[src/rtl/cordic_unit_scheduler.sv]
`default_nettype none
// ============================================================================
// Module   : cordic_unit_scheduler
// Purpose  : Round-robin scheduler that shares one iterative CORDIC
//            MAC/activation unit among NUM_REQ neuron-lane requesters.
//            It grants one request, issues it to the unit, waits for
//            cu_done or a watchdog timeout, then returns the result.
// Options  : AF_PRIORITY_EN - when defined, activation requests (req_op=1)
//            pre-empt MAC requests in arbitration. The round-robin pointer
//            is shared by both classes.
// Revision : 1.0 - initial release
// ============================================================================
module cordic_unit_scheduler #(
  parameter int NUM_REQ = 4,
  parameter int DATA_W  = 16,
  parameter int TIMEOUT = 64,
  localparam int ID_W   = $clog2(NUM_REQ)
) (
  input  logic                      clk,
  input  logic                      rst,
  input  logic [NUM_REQ-1:0]        req,
  input  logic [NUM_REQ-1:0]        req_op,
  input  logic [NUM_REQ*DATA_W-1:0] req_x,
  input  logic [NUM_REQ*DATA_W-1:0] req_y,
  output logic [NUM_REQ-1:0]        gnt,
  output logic                      cu_start,
  output logic                      cu_op,
  output logic [DATA_W-1:0]         cu_x,
  output logic [DATA_W-1:0]         cu_y,
  input  logic                      cu_done,
  input  logic [DATA_W-1:0]         cu_result,
  output logic                      resp_valid,
  output logic [ID_W-1:0]           resp_id,
  output logic [DATA_W-1:0]         resp_data,
  output logic                      busy,
  output logic                      timeout_err,
  input  logic                      clr_err
);

  localparam int WD_W = $clog2(TIMEOUT);
  localparam logic [WD_W-1:0] WD_LAST = WD_W'(TIMEOUT - 1);

  typedef enum logic [0:0] {
    S_IDLE = 1'b0,
    S_WAIT = 1'b1
  } state_t;

  state_t              state;
  state_t              state_n;
  logic [ID_W-1:0]     ptr;       // last granted lane; also the lane in service
  logic [ID_W-1:0]     win;
  logic [ID_W-1:0]     cand;
  logic                found;
  logic [NUM_REQ-1:0]  elig;
  logic [WD_W-1:0]     wdog;
  logic                issue;
  logic                finish;
  logic                expire;

`ifdef AF_PRIORITY_EN
  // Activation requesters form the arbitration set whenever any is present.
  logic [NUM_REQ-1:0] act_req;
  assign act_req = req & req_op;
  assign elig    = (|act_req) ? act_req : (req & ~req_op);
`else
  // Pure round-robin over every requester; the op only travels to the unit.
  assign elig = req;
`endif

  // Round-robin search upward from the lane after the last grant, with wrap.
  always_comb begin
    win   = ptr;
    cand  = ptr;
    found = 1'b0;
    for (int i = 1; i <= NUM_REQ; i++) begin
      cand = ID_W'((int'(ptr) + i) % NUM_REQ);
      if (!found && elig[cand]) begin
        win   = cand;
        found = 1'b1;
      end
    end
  end

  // State register.
  always_ff @(posedge clk or posedge rst) begin
    if (rst) begin
      state <= S_IDLE;
    end else begin
      state <= state_n;
    end
  end

  // Next-state and event decode; a done on the watchdog edge wins over expiry.
  always_comb begin
    state_n = state;
    issue   = 1'b0;
    finish  = 1'b0;
    expire  = 1'b0;
    case (state)
      S_IDLE: begin
        if (found) begin
          issue   = 1'b1;
          state_n = S_WAIT;
        end
      end
      S_WAIT: begin
        if (cu_done) begin
          finish  = 1'b1;
          state_n = S_IDLE;
        end else if (wdog == WD_LAST) begin
          finish  = 1'b1;
          expire  = 1'b1;
          state_n = S_IDLE;
        end
      end
      default: state_n = S_IDLE;
    endcase
  end

  // Registered outputs, pointer and watchdog; operands stay held through WAIT.
  always_ff @(posedge clk or posedge rst) begin
    if (rst) begin
      ptr         <= ID_W'(NUM_REQ - 1);
      wdog        <= '0;
      gnt         <= '0;
      cu_start    <= 1'b0;
      cu_op       <= 1'b0;
      cu_x        <= '0;
      cu_y        <= '0;
      resp_valid  <= 1'b0;
      resp_id     <= '0;
      resp_data   <= '0;
      busy        <= 1'b0;
      timeout_err <= 1'b0;
    end else begin
      gnt        <= '0;
      cu_start   <= 1'b0;
      resp_valid <= 1'b0;

      if (issue) begin
        gnt      <= NUM_REQ'(1) << win;
        cu_start <= 1'b1;
        cu_op    <= req_op[win];
        cu_x     <= req_x[win*DATA_W +: DATA_W];
        cu_y     <= req_y[win*DATA_W +: DATA_W];
        busy     <= 1'b1;
        ptr      <= win;
        wdog     <= '0;
      end else if (state == S_WAIT && !finish) begin
        wdog <= wdog + WD_W'(1);
      end

      if (finish) begin
        resp_valid <= 1'b1;
        resp_id    <= ptr;
        resp_data  <= expire ? '0 : cu_result;
        busy       <= 1'b0;
      end

      if (expire) begin
        timeout_err <= 1'b1;
      end else if (clr_err) begin
        timeout_err <= 1'b0;
      end
    end
  end

endmodule
`default_nettype wire

[config.mk]
export PLATFORM = sky130hd
export DESIGN_NAME = cordic_unit_scheduler
export DESIGN_NICKNAME = d
export VERILOG_FILES = /design/src/rtl/cordic_unit_scheduler.sv
export SDC_FILE = /design/constraint.sdc
export NUM_CORES = 1
export LEC_CHECK = 0
export ABC_AREA = 0
export CORE_AREA = 2 2 107 109
export CTS_BUF_LIST = sky130_fd_sc_hd__clkbuf_8 sky130_fd_sc_hd__clkbuf_16
export CTS_CLUSTER_DIAMETER = 60
export DETAILED_ROUTE_END_ITERATION = 8
export DIE_AREA = 0 0 109 111
export GPL_TIMING_DRIVEN = 0
export PLACE_DENSITY = 0.77
export SYNTH_ARGS = -nofsm -noshare
export SYNTH_HDL_FRONTEND = slang
export SYNTH_SLANG_ARGS = --single-unit
export TNS_END_PERCENT = 5
[constraint.sdc]
create_clock -name clk -period 2.53 [get_ports clk]
set_input_delay 0.759 -clock clk [delete_from_list [all_inputs] [get_ports clk]]
set_output_delay 0.759 -clock clk [all_outputs]
set_load 0.02 [all_outputs]
==> results by group <==
Cells and area
  – Post-route cell area: roughly 6400 sq um
  – Fin util: between 50 and 60%
  – Fill cells: ~970
  – Commonest cells after routing, fill and taps aside: 214 x clkdlybuf4s50_1, 76 x nand2_1, 67 x mux2i_1
  – Diodes inserted: 0
  – Multi-input logic area: 1820 sq um
  – Storage cell area: about 1700 sq um
  – Nets: between 700 and 800
  – Area delta synth->final: 70.2%
  – Share of layout cells above drive strength 1: ~13%
  – Commonest non-fill, non-tap cell in the layout: clkdlybuf4s50_1

Floorplanning
  – Die width: between 100 and 150 microns
  – # rows: 39
  – I/O Pins: around 220
  – Initial core utilization: between 30% and 40%
  – Die height: approximately 110 microns
  – Die Area: between 10000 and 15000 sq um
  – CORE AREA: between 10000 and 15000 sq um

Power
  – Clock Power Share: 17.0%
  – Comb power frac: ~58%
  – Sequential Power Share: 25.1%
  – Switching share of total power: 39.1%
  – Leakage: between 0.002 and 0.003 uW
  – PwrDens: around 1200 nW/um^2
  – Pwr Total: between 7000 and 8000 uW
  – Net Switching: roughly 3000 uW
  – Internal power consumption: about 4500 uW
  – Max IR drop VDD: 0.562 mV

CTS
  – Setup repair bufs after CTS: 0
  – CTS Root Cell: clkbuf_16
  – CTS tree: yes
  – TritonCTS Buffers: 9
  – H-Tree Depth: 3
  – Clock Sinks: slightly below 70
  – Clk slew on worst S/H paths: 0.05 ns
  – Clk_lat worst skew: between 0.3 and 0.4 ns
  – Clk buf depth: 2

Placement
  – GPL Wtd Cong: approximately 0.76
  – Port bufs: 214
  – Hpwl dp: 9160 microns
  – Pre-CTS WS: -0.258 ns
  – Placed cell areas: approximately 6100 sq um

STA
  – RSZ-0062 raised after global routing: false
  – Clock skew: 0.00890 ns
  – Setup WS post-layout: 0.205 ns
  – Fin crit period: around 2.3 ns
  – # setup viols final: 0
  – Actual slew at the worst max-slew pin: between 0.8 and 0.9 ns
  – Fin crit share: between 90% and 100%
  – Fmax achieved: around 430 MHz
  – Fin. Hold Viols: 0
  – Worst slew margin: 43.6%
  – Slew Limit Fails: 0
  – Fin Hold WS: between 0.4 and 0.5 ns

Routing
  – Wire length per cell: between 15 and 20 microns
  – DR pass1 iterations: 4
  – DRT Wirelength: between 10000 and 15000 microns
  – Starting DRT DRC Count: 63
  – Via density: between 4 and 5
  – Residual DRC: 0
  – Vias: around 3400
  – Post-DRT Antenna Nets: 0

Worst setup path
  – Crit end category: flip-flop
  – Crit Reg-Reg Startpoint: ptr[0]$_DFFE_PP1P_
  – Data required time of the worst path: about 2.7 ns
  – Worst R2R Path Depth: 7
  – Max FO, Critical Path: 10
  – Worst flop-to-flop path endpoint: cu_y[14]$_DFFE_PP0P_
  – Worst Setup Path Type: input pin to flip-flop
  – Reg2Reg Setup Slack: approximately 0.55 ns
  – Startpoint Class: input pin
  – Critical Path AT: roughly 2.5 ns

Worst hold path
  – WHS Path Cells: 2
  – Min-delay src: cu_x[13]$_DFFE_PP0P_
  – Hold EP: cu_x[13]$_DFFE_PP0P_
  – Min-Delay Path Class: flip-flop to flip-flop

Status
  – Status: completed

Yosys
  – Syn Inst Count: 333
  – Synth top area share: 43.8%
  – Mapped cell area: 3770 sq um
  – Top cells by area, synth: dfrtp_1 44%, mux2i_1 18%, o221ai_2 13%, nand2_1 7.7%, buf_12 3.2%
  – FF+latch count, synth: 68
  – Sequential area share after synthesis: around 45%
  – Syn_nets: about 500
  – Yosys warning count: 0
  – Yosys top cell by area: dfrtp_1
  – Yosys cell types: 32
  – Syn_area_per_cell: 11.3 sq um

Global routing
  – Overall Global Routing Usage: between 10% and 20%
  – Initial antenna violation count: 0
  – Global route total overflow: 0
  – Largest net degree at the start of global routing: 69
  – First-pass GRT wire length: roughly 19000 microns
  – Vias in the first global route: 3694

Flow run
  – Max cap viols: 0
## how the worst max path moves through the flow
stage | from | end | slack (ns)
floorplan | rst | busy$_DFFE_PP0P_ | 0.06
detailed placement | req[3] | cu_x[10]$_DFFE_PP0P_ | -0.26
finish | req[3] | cu_y[14]$_DFFE_PP0P_ | 0.20
CTS | req[3] | cu_x[10]$_DFFE_PP0P_ | 0.05
global route | req[3] | cu_y[3]$_DFFE_PP0P_ | 0.09
global placement | rst | cu_x[4]$_DFFE_PP0P_ | -1.14
## timing repair
item                                    4_1_cts  5_1_grt
hold buffers                                  0        0
gates resized for setup                       0        5
endpoints found under the setup margin        0       29
## layer usage
metal  up-vias  wire length [microns]  share of wire (%)  global-route usage, %
li1       1642                      -                  -                      -
met1      1625                   4340                 37                   21.7
met2       126                   6160                 53                   35.9
met3        14                   1020                8.8                   6.11
met4         0                    140                1.2                   4.62
met5         -                      0                  0                      0
## registers in the layout, summed over array words and instances (netlist names), 2 cells and up
| name | cells |
|---|---|
| ptr | 2 |
| resp_id | 2 |
| cu_x | 16 |
| wdog | 6 |
| gnt | 4 |
| cu_y | 16 |
| resp_data | 16 |
## kinds of logic after synthesis
logic type	after synthesis	synth area share, %
multiplexers	69	18.4
adder cells (fa/ha/maj)	1	0.332
XOR/XNOR	4	0.930
AO/OA/AOI/OAI	42	14.9
AND/OR/NAND/NOR	120	13.5
flip-flops	68	45.2
buffers and inverters	29	6.71
## synth_stat cells (all sizes together)
cell	count
a21oi	2
a221oi	1
a311oi	1
and2	1
and3	3
buf	15
clkbuf	8
clkinv	1
dfrtp	66
dfstp	2
ha	1
inv	5
mux2	2
mux2i	67
nand2	79
nand2b	3
nand3	18
nand4	1
nor2	12
nor3b	1
o21ai	4
o221ai	33
o22ai	1
or2b	1
or3	1
xor2	4
## stage by stage
step | instances | setup TNS [ns]
after detailed placement | 690 | -7.43
final | 706 | 0
after global routing | 706 | 0
after CTS | 706 | 0
after global placement | 690 | -80.88
after floorplan | 333 | 0
## worst max-delay path, cell delays in order
cell and delay [ns]:
clkdlybuf4s50_1 0.43, or2b_1 0.18, o21ai_1 0.07, a221oi_2 0.25
buf_6 0.23, buf_12 0.16, mux2i_1 0.31, o221ai_2 0.13
## power groups by stage
| stage | clock [uW] | sequential, uW | combinational (uW) |
|---|---|---|---|
| 2_1_floorplan | 0 | 2390 | 2180 |
| 3_3_place_gp | 0 | 1860 | 4290 |
| 3_5_place_dp | 0 | 1890 | 4370 |
| 4_1_cts | 1300 | 1880 | 4380 |
| 5_1_grt | 1350 | 1940 | 4650 |
| 6_report | 1270 | 1870 | 4320 |
## area by class of cell
class	instances	share of cell area, %
Clock buffer	12	4.16
Sequential cell	68	26.6
Tap cell	143	2.79
Clock inverter	4	0.644
Buffer	23	3.61
Inverter	6	0.449
Multi-Input combinational cell	236	28.4
Timing Repair Buffer	214	33.4
Power figures use the tool's default switching activity.
